`src/rtl/alu_arbiter_pkg.sv`:
```
// rtl/alu_arbiter_pkg.sv - shared opcode, FSM state and command definitions for alu_arbiter
//
// Contents:
//   OP_ADD/OP_SUB/OP_MUL/OP_NEG : 2-bit ALU opcodes
//   ST_IDLE/ST_ISSUE/ST_WAIT/ST_RESP : FSM state encoding
//   alu_cmd_t : latched operation (opcode + two operand bytes)
//   pick_op/pick_byte : extract one requester's slice from a packed request bus
package alu_arbiter_pkg;

  localparam logic [1:0] OP_ADD = 2'd0;
  localparam logic [1:0] OP_SUB = 2'd1;
  localparam logic [1:0] OP_MUL = 2'd2;
  localparam logic [1:0] OP_NEG = 2'd3;

  localparam logic [1:0] ST_IDLE  = 2'd0;
  localparam logic [1:0] ST_ISSUE = 2'd1;
  localparam logic [1:0] ST_WAIT  = 2'd2;
  localparam logic [1:0] ST_RESP  = 2'd3;

  typedef struct packed {
    logic [1:0] op;
    logic [7:0] a;
    logic [7:0] b;
  } alu_cmd_t;

  function automatic logic [1:0] pick_op(input logic [3:0] bus, input logic sel);
    return sel ? bus[3:2] : bus[1:0];
  endfunction

  function automatic logic [7:0] pick_byte(input logic [15:0] bus, input logic sel);
    return sel ? bus[15:8] : bus[7:0];
  endfunction

endpackage

```
`src/rtl/alu_arbiter_rr.sv`:
```
// rtl/alu_arbiter_rr.sv - two-requester round-robin arbiter (module rr_arbiter2)
//
// Ports:
//   clk, rst : clock, asynchronous active-high reset
//   req[1:0] : request vector, bit i = requester i
//   en       : arbitration enable; grant is forced to 0 when low
//   grant[1:0] : one-hot grant (combinational)
// The tie-break pointer flips to the other requester whenever a grant is issued,
// and after reset requester 0 wins a tie.
module rr_arbiter2 (
  input  logic       clk,
  input  logic       rst,
  input  logic [1:0] req,
  input  logic       en,
  output logic [1:0] grant
);

  // 1: requester 1 wins a tie; 0: requester 0 wins a tie
  logic prio1;

  always_comb begin
    grant = 2'b00;
    if (en) begin
      if (req == 2'b11) grant = prio1 ? 2'b10 : 2'b01;
      else              grant = req;
    end
  end

  // Whoever was just granted loses the next tie.
  always_ff @(posedge clk or posedge rst) begin
    if (rst)                 prio1 <= 1'b0;
    else if (grant != 2'b00) prio1 <= grant[0];
  end

endmodule

```
`src/rtl/alu_arbiter.sv`:
```
// rtl/alu_arbiter.sv - shares one external ALU between two requesters (IDLE/ISSUE/WAIT/RESP)
//
// Parameters:
//   TIMEOUT_CYCLES : WAIT cycles without alu_ready before abort (only with ALU_ARB_TIMEOUT_EN)
// Optional feature macro: ALU_ARB_TIMEOUT_EN (WAIT timeout with resp_err; default build has none)
// Ports:
//   clk, rst                 : clock, asynchronous active-high reset
//   req_valid[1:0]           : per-requester request
//   req_op[3:0]              : per-requester opcode, [2i+1:2i]
//   req_a[15:0], req_b[15:0] : per-requester operands, [8i+7:8i]
//   req_accept[1:0]          : one-hot accept pulse (in IDLE)
//   resp_valid[1:0]          : one-hot response strobe (in RESP)
//   resp_hi, resp_lo         : captured result bytes, held until next RESP
//   resp_err                 : timeout abort flag, held with the result
//   alu_en, alu_state        : ALU enable and opcode
//   alu_value1, alu_value2   : ALU operands
//   alu_out1, alu_out2       : ALU result bytes
//   alu_ready                : ALU done
import alu_arbiter_pkg::*;

module alu_arbiter #(
  parameter int TIMEOUT_CYCLES = 16
) (
  input  logic        clk,
  input  logic        rst,
  input  logic [1:0]  req_valid,
  input  logic [3:0]  req_op,
  input  logic [15:0] req_a,
  input  logic [15:0] req_b,
  output logic [1:0]  req_accept,
  output logic [1:0]  resp_valid,
  output logic [7:0]  resp_hi,
  output logic [7:0]  resp_lo,
  output logic        resp_err,
  output logic        alu_en,
  output logic [1:0]  alu_state,
  output logic [7:0]  alu_value1,
  output logic [7:0]  alu_value2,
  input  logic [7:0]  alu_out1,
  input  logic [7:0]  alu_out2,
  input  logic        alu_ready
);

  logic [1:0] state;
  logic       gnt_idx;
  alu_cmd_t   cmd;
  logic [7:0] hi_q;
  logic [7:0] lo_q;
  logic       err_q;
  logic [1:0] grant;
  logic       arb_en;
  logic       timeout;

  // rst gates the enable so no accept can leak out while reset is held.
  assign arb_en = (state == ST_IDLE) && !rst;

  rr_arbiter2 u_rr (
    .clk   (clk),
    .rst   (rst),
    .req   (req_valid),
    .en    (arb_en),
    .grant (grant)
  );

`ifdef ALU_ARB_TIMEOUT_EN
  localparam int CW = $clog2(TIMEOUT_CYCLES + 1);
  logic [CW-1:0] wait_cnt;

  // wait_cnt counts completed WAIT cycles; abort on the last allowed one.
  assign timeout = (state == ST_WAIT) && !alu_ready && (wait_cnt == CW'(TIMEOUT_CYCLES - 1));

  always_ff @(posedge clk or posedge rst) begin
    if (rst)                    wait_cnt <= '0;
    else if (state != ST_WAIT)  wait_cnt <= '0;
    else                        wait_cnt <= wait_cnt + CW'(1);
  end
`else
  // No abort path in this build; the expression is constant 0 for any legal parameter.
  assign timeout = (TIMEOUT_CYCLES < 0);
`endif

  always_ff @(posedge clk or posedge rst) begin
    if (rst) begin
      state   <= ST_IDLE;
      gnt_idx <= 1'b0;
      cmd     <= '0;
      hi_q    <= 8'h00;
      lo_q    <= 8'h00;
      err_q   <= 1'b0;
    end else begin
      case (state)
        ST_IDLE: begin
          if (grant != 2'b00) begin
            gnt_idx <= grant[1];
            cmd.op  <= pick_op(req_op, grant[1]);
            cmd.a   <= pick_byte(req_a, grant[1]);
            cmd.b   <= pick_byte(req_b, grant[1]);
            state   <= ST_ISSUE;
          end
        end
        // alu_ready here may belong to a previous operation, so it is not looked at.
        ST_ISSUE: state <= ST_WAIT;
        ST_WAIT: begin
          if (alu_ready) begin
            hi_q  <= alu_out1;
            lo_q  <= (cmd.op == OP_MUL) ? alu_out2 : 8'h00;
            err_q <= 1'b0;
            state <= ST_RESP;
          end else if (timeout) begin
            hi_q  <= 8'h00;
            lo_q  <= 8'h00;
            err_q <= 1'b1;
            state <= ST_RESP;
          end
        end
        ST_RESP: state <= ST_IDLE;
        default: state <= ST_IDLE;
      endcase
    end
  end

  assign req_accept = grant;
  assign resp_valid = (state == ST_RESP) ? (gnt_idx ? 2'b10 : 2'b01) : 2'b00;
  assign resp_hi    = hi_q;
  assign resp_lo    = lo_q;
  assign resp_err   = err_q;
  assign alu_en     = (state == ST_ISSUE) || (state == ST_WAIT);
  assign alu_state  = cmd.op;
  assign alu_value1 = cmd.a;
  assign alu_value2 = cmd.b;

endmodule

```
`config.mk`:
```
export PLATFORM = sky130hd
export DESIGN_NAME = alu_arbiter
export DESIGN_NICKNAME = d
export VERILOG_FILES = /design/src/rtl/alu_arbiter_pkg.sv /design/src/rtl/alu_arbiter_rr.sv /design/src/rtl/alu_arbiter.sv
export SDC_FILE = /design/constraint.sdc
export NUM_CORES = 1
export LEC_CHECK = 0
export CORE_ASPECT_RATIO = 0.7
export CORE_MARGIN = 2
export CORE_UTILIZATION = 38
export CTS_CLUSTER_SIZE = 24
export DETAILED_ROUTE_END_ITERATION = 10
export GPL_TIMING_DRIVEN = 0
export HOLD_SLACK_MARGIN = 0.05
export PLACE_DENSITY = 0.91
export SETUP_SLACK_MARGIN = 0.1
export SYNTH_ARGS = -nofsm -noshare
export SYNTH_HDL_FRONTEND = slang
export SYNTH_SLANG_ARGS = --single-unit
```
`constraint.sdc`:
```
create_clock -name clk -period 2 [get_ports clk]
set_input_delay 0.6 -clock clk [delete_from_list [all_inputs] [get_ports clk]]
set_output_delay 0.6 -clock clk [all_outputs]
set_load 0.01 [all_outputs]
```
* Word level (Yosys, flattened, before mapping) *
Cells that the tools add are included.

word-level totals
  word-level logic and storage cells = 35
  output and inout bits = 40
  flip-flop bits (word level) = 38

operators by class
  reduce and logical (&&, ||, !) cells = 8
  mux-type cells = 12
  equal/unequal tests = 7

operators by type and width
  kind                                                                     number
  8-bit two-way mux                                                        3
  2-bit two-way mux                                                        8
  2-bit == test, second input constant                                     4
  2-bit case mux with 4 select lines                                       1
  2-bit AND reduction                                                      3
  2-bit by 1-bit == test with 1-bit output, second input constant          1
  2-bit logical NOT                                                        1
  2-bit by 1-bit inequality test with 1-bit output, second input constant  1
  2-bit inequality test, second input constant                             1
  2-bit nonzero test                                                       1
  1-bit logical AND                                                        1
  1-bit logical NOT                                                        1
  1-bit logical OR                                                         1

* Depth between registers and ports, before layout *
  depth in word-level cells = 6
  gate-level depth with buffers = 8
  gate-level depth less buffers = 7

* Modules after synthesis *
From an unflattened synthesis, not the netlist that was laid out.

unflattened totals
  cells, all modules = 144
  area, all modules = 1722.9 sq um

modules (own cells, without submodules)
  module       cells each  instances  area each (sq um)
  alu_arbiter  135         1          1657.8
  rr_arbiter2  9           1          65.1

* Worst setup path before layout *
OpenSTA, ideal clock, no wires.

  kind = flip-flop to output port
  start = reg state[0]
  end = out req_accept[1]
  stages on the path, launching flop included = 7
  slack = 271 ps
  data arrival time = 1129 ps
  required time = 1400 ps
  cells stage by stage = dfrtp_1 -> inv_1 -> ha_1 -> nor2b_4 -> nand3_2 -> inv_4 -> buf_6

on the way
  cells in the longest elaborated chain, start to end = 3

ends and longest elaborated chain
  item                    RTL line              RTL
  from (decl)             alu_arbiter.sv:44     logic [1:0] state;
  from (signal assigned)  alu_arbiter.sv:84     state <= ST_IDLE;
  from (signal assigned)  alu_arbiter.sv:98     state <= ST_ISSUE;
  from (signal assigned)  alu_arbiter.sv:102    ST_ISSUE: state <= ST_WAIT;
  2-bit logical NOT       alu_arbiter.sv:55     assign arb_en = (state == ST_IDLE) && !rst;
  1-bit logical AND       alu_arbiter.sv:55
  2-bit two-way mux       alu_arbiter_rr.sv:23  if (en) begin
  to (decl)               alu_arbiter.sv:30     output logic [1:0] req_accept,

Every way passes these cells.

* Final worst setup path *
  start = reg state[1]
  end = out req_accept[1]

The elaborated chain is that of the path after synthesis.

==> impl_metrics.toml <==
[cells_and_area]
mostFrequentLayoutCell = "clkdlybuf4s50_1"
diodes = 0
final_cell_mix = "87 x clkdlybuf4s50_1, 38 x dfrtp_1, 28 x a21oi_1"
fin_nets = 334
flow.area_growth_from_synthesis_pct = 70.2
drive_above_1_share = 0.218
stdcell_count = 330

[power]
max-vdd-ir-drop_uv = 729
p_per_area_mw_per_mm2 = 1340
internal_power_mw = 2.61
static-leakage-power_nw = 1.31
clkPwrFrac = 0.137
power_frac_comb = 0.518
p_seq_frac = 0.344
switching_share = 0.334
net-switching-power_mw = 1.31

[sta]
setup_viol = 2
final.period_utilization = 1.02
finalSetupTns_ps = -66.4
tightest_slew_ps = 800
rsz0062_at_grt = "true"
period_needed_ps = 2030
relSlewSlack = 0.466
clock_skew_ps = 5.83
max_freq_mhz = 492
setup_ws_ps = -33.4
hold_viol_final = 0
slew_viol_final = 0

[grt]
overflow = 0
grt_pass1_vias = 1634
grt_max_degree = 39
grt_usage = 0.194
antenna_found_initial = 0
grt_pass1_wl_um = 7610

[floorplan]
initial_utilization = 0.395
die_area_mm2 = 0.00509
rows = 20
fp.coreArea_mm2 = 0.00435
ios = 97
die_w_um = 84.4
die_y_um = 60.3

[drt]
antenna_left = 0
routed_wl_um = 4720
dr.first_iter.drc_count = 61
drcViolationCount = 0
via_per_inst = 4.79
num_vias = 1580
firstDrtPassIters = 4
wl_per_cell_um = 14.3

[worst_setup_path]
end_kind = "output pin"
worstPathRequired_ps = 1400
slowest_delay_ps = 400
crit_type = "flop to output pin"
cp-startpoint = "state[1]"
cp_max_fo = 4
crit_chain = "inv_2 > ha_4 > nor2b_4 > nand3_4 > inv_4 > buf_8 > buf_6"
rr_startpoint = "state[0]"
worst-endpoint-arrival_ps = 1430
cp_slowest_cell = "dfrtp_1"
startpoint_type = "flop"

[cts]
worstSkewPairLatency_ps = 280
cts_buffers = 5
htreeDepth = 2
cts_tree = "yes"
clkSinkCount = 38
clk_pin_slew_ps = 80
clockBufferDepth = 2
ctsHoldBuffers = 0
cts-root-buf = "clkbuf_8"

[yosys]
syn_area_per_cell_um2 = 10.7
yosys_warnings = 0
synth_nets = 221
async_reset_ff_frac = 1.00
synth_edf_count = 0
synth_cell_types = 25
synthFlopType = "dfrtp_1"
ys_seq_area_frac = 0.553
syn_inst = 161
synth_area_mm2 = 0.00172
yosys_register_bits = 38

[worst_hold_path]
hp-class = "flop to flop"
min_from = "resp_lo[1]"

[flow_run]
cap_viol_max_count = 0

[place]
dpl.cell_count = 311
port_buffers = 95
dpl.hpwl_um = 3440
gp_congestion = 0.730

[outcome]
status = "finished with violations"
violations = "setup timing"
## cells in the mapped netlist (2+ instances only)
cell type	n	area, µm²
a21oi_2	9	78.8
nor2b_1	2	12.5
buf_4	3	22.5
nand2_1	21	78.8
inv_1	3	11.3
a22o_1	8	70.1
buf_2	3	15.0
a21oi_1	29	145
mux2_2	9	101
dfrtp_1	38	951
nor2_1	18	67.6
buf_6	3	33.8
ha_1	3	37.5
## critical path, delay by kind of cell, from the launching register on
family        cells  cell delay (ps)
fa+ha+maj         1              130
buf+inv           4              340
flops             1              400
simple gates      2              290
## metrics by stage
| step | power (mW) | util | area (µm²) | hold slack [ps] | worst slack [ps] |
|---|---|---|---|---|---|
| CTS | 3.94 | 0.667 | 2900 | 509 | -65.0 |
| global placement | 3.23 | 0.629 | 2740 | 478 | -767 |
| floorplan | 2.27 | - | 1720 | 460 | 271 |
| finish | 3.91 | 0.672 | 2930 | 508 | -33.4 |
| global route | 4.18 | 0.672 | 2930 | 524 | -113 |
| detailed placement | 3.31 | 0.629 | 2740 | 492 | -821 |
## metal layers
metal | vias up | wire (µm) | global-route usage | share of wire
li1 | 771 | - | - | -
met1 | 738 | 2050 | 0.237 | 0.43
met2 | 69 | 2180 | 0.331 | 0.46
met3 | 2 | 480 | 0.0760 | 0.10
met4 | 0 | 10 | 0.0454 | 0.0021
met5 | - | 0 | 0 | 0
## timing repair
| item | 4_1_cts | 5_1_grt |
|---|---|---|
| gates cloned | 0 | 0 |
| endpoints found under the setup margin | 5 | 4 |
| buffers inserted | 9 | 2 |
| pin swaps | 3 | 1 |
| gates resized for setup | 27 | 1 |
## logic make-up (layout without fill, tap and decap cells)
| kind of cell | count (synthesis) | in the layout | synth area share |
|---|---|---|---|
| other | 1 | 1 | 0.00218 |
| AOI/OAI and AO/OA | 50 | 50 | 0.188 |
| adders and majority gates | 3 | 3 | 0.0218 |
| muxes | 9 | 9 | 0.0590 |
| DFF | 38 | 38 | 0.553 |
| buffers and inverters | 13 | 127 | 0.0517 |
| and+or+nand+nor | 47 | 47 | 0.124 |
## layout make-up
class,count,area (µm²)
fillers,341,1430
repair buffers,106,1010
clock inverters,2,12.5
well taps,55,68.8
plain buffers,9,75.1
flip-flops and latches,38,951
multi-input cells,110,703
inverters,4,17.5
clock buffers,6,82.6
## flip-flops by register name, summed over array words and instances, names as in the netlist
name and flops:
state 2, resp_hi 8, resp_lo 8, u_rr.prio1 1, alu_value2 8, alu_value1 8, alu_state 2, gnt_idx 1
## power groups by stage
stage | clock network, mW | registers, mW | logic, mW
global route | 0.587 | 1.39 | 2.20
CTS | 0.557 | 1.35 | 2.04
finish | 0.538 | 1.35 | 2.03
floorplan | 0 | 1.50 | 0.770
global placement | 0 | 1.34 | 1.89
detailed placement | 0 | 1.37 | 1.94
## final timing paths
path	endpoint	slack, ps	cells after the start
setup / recovery	req_accept[1]	-30	7
hold / removal	resp_lo[1]	510	1
setup reg to reg	resp_lo[7]	280	6
hold reg to reg	resp_lo[1]	510	1
max in group asynchronous	alu_state[0]	830	2
min in group asynchronous	resp_hi[3]	660	2
(Power assumes the default switching activity.)
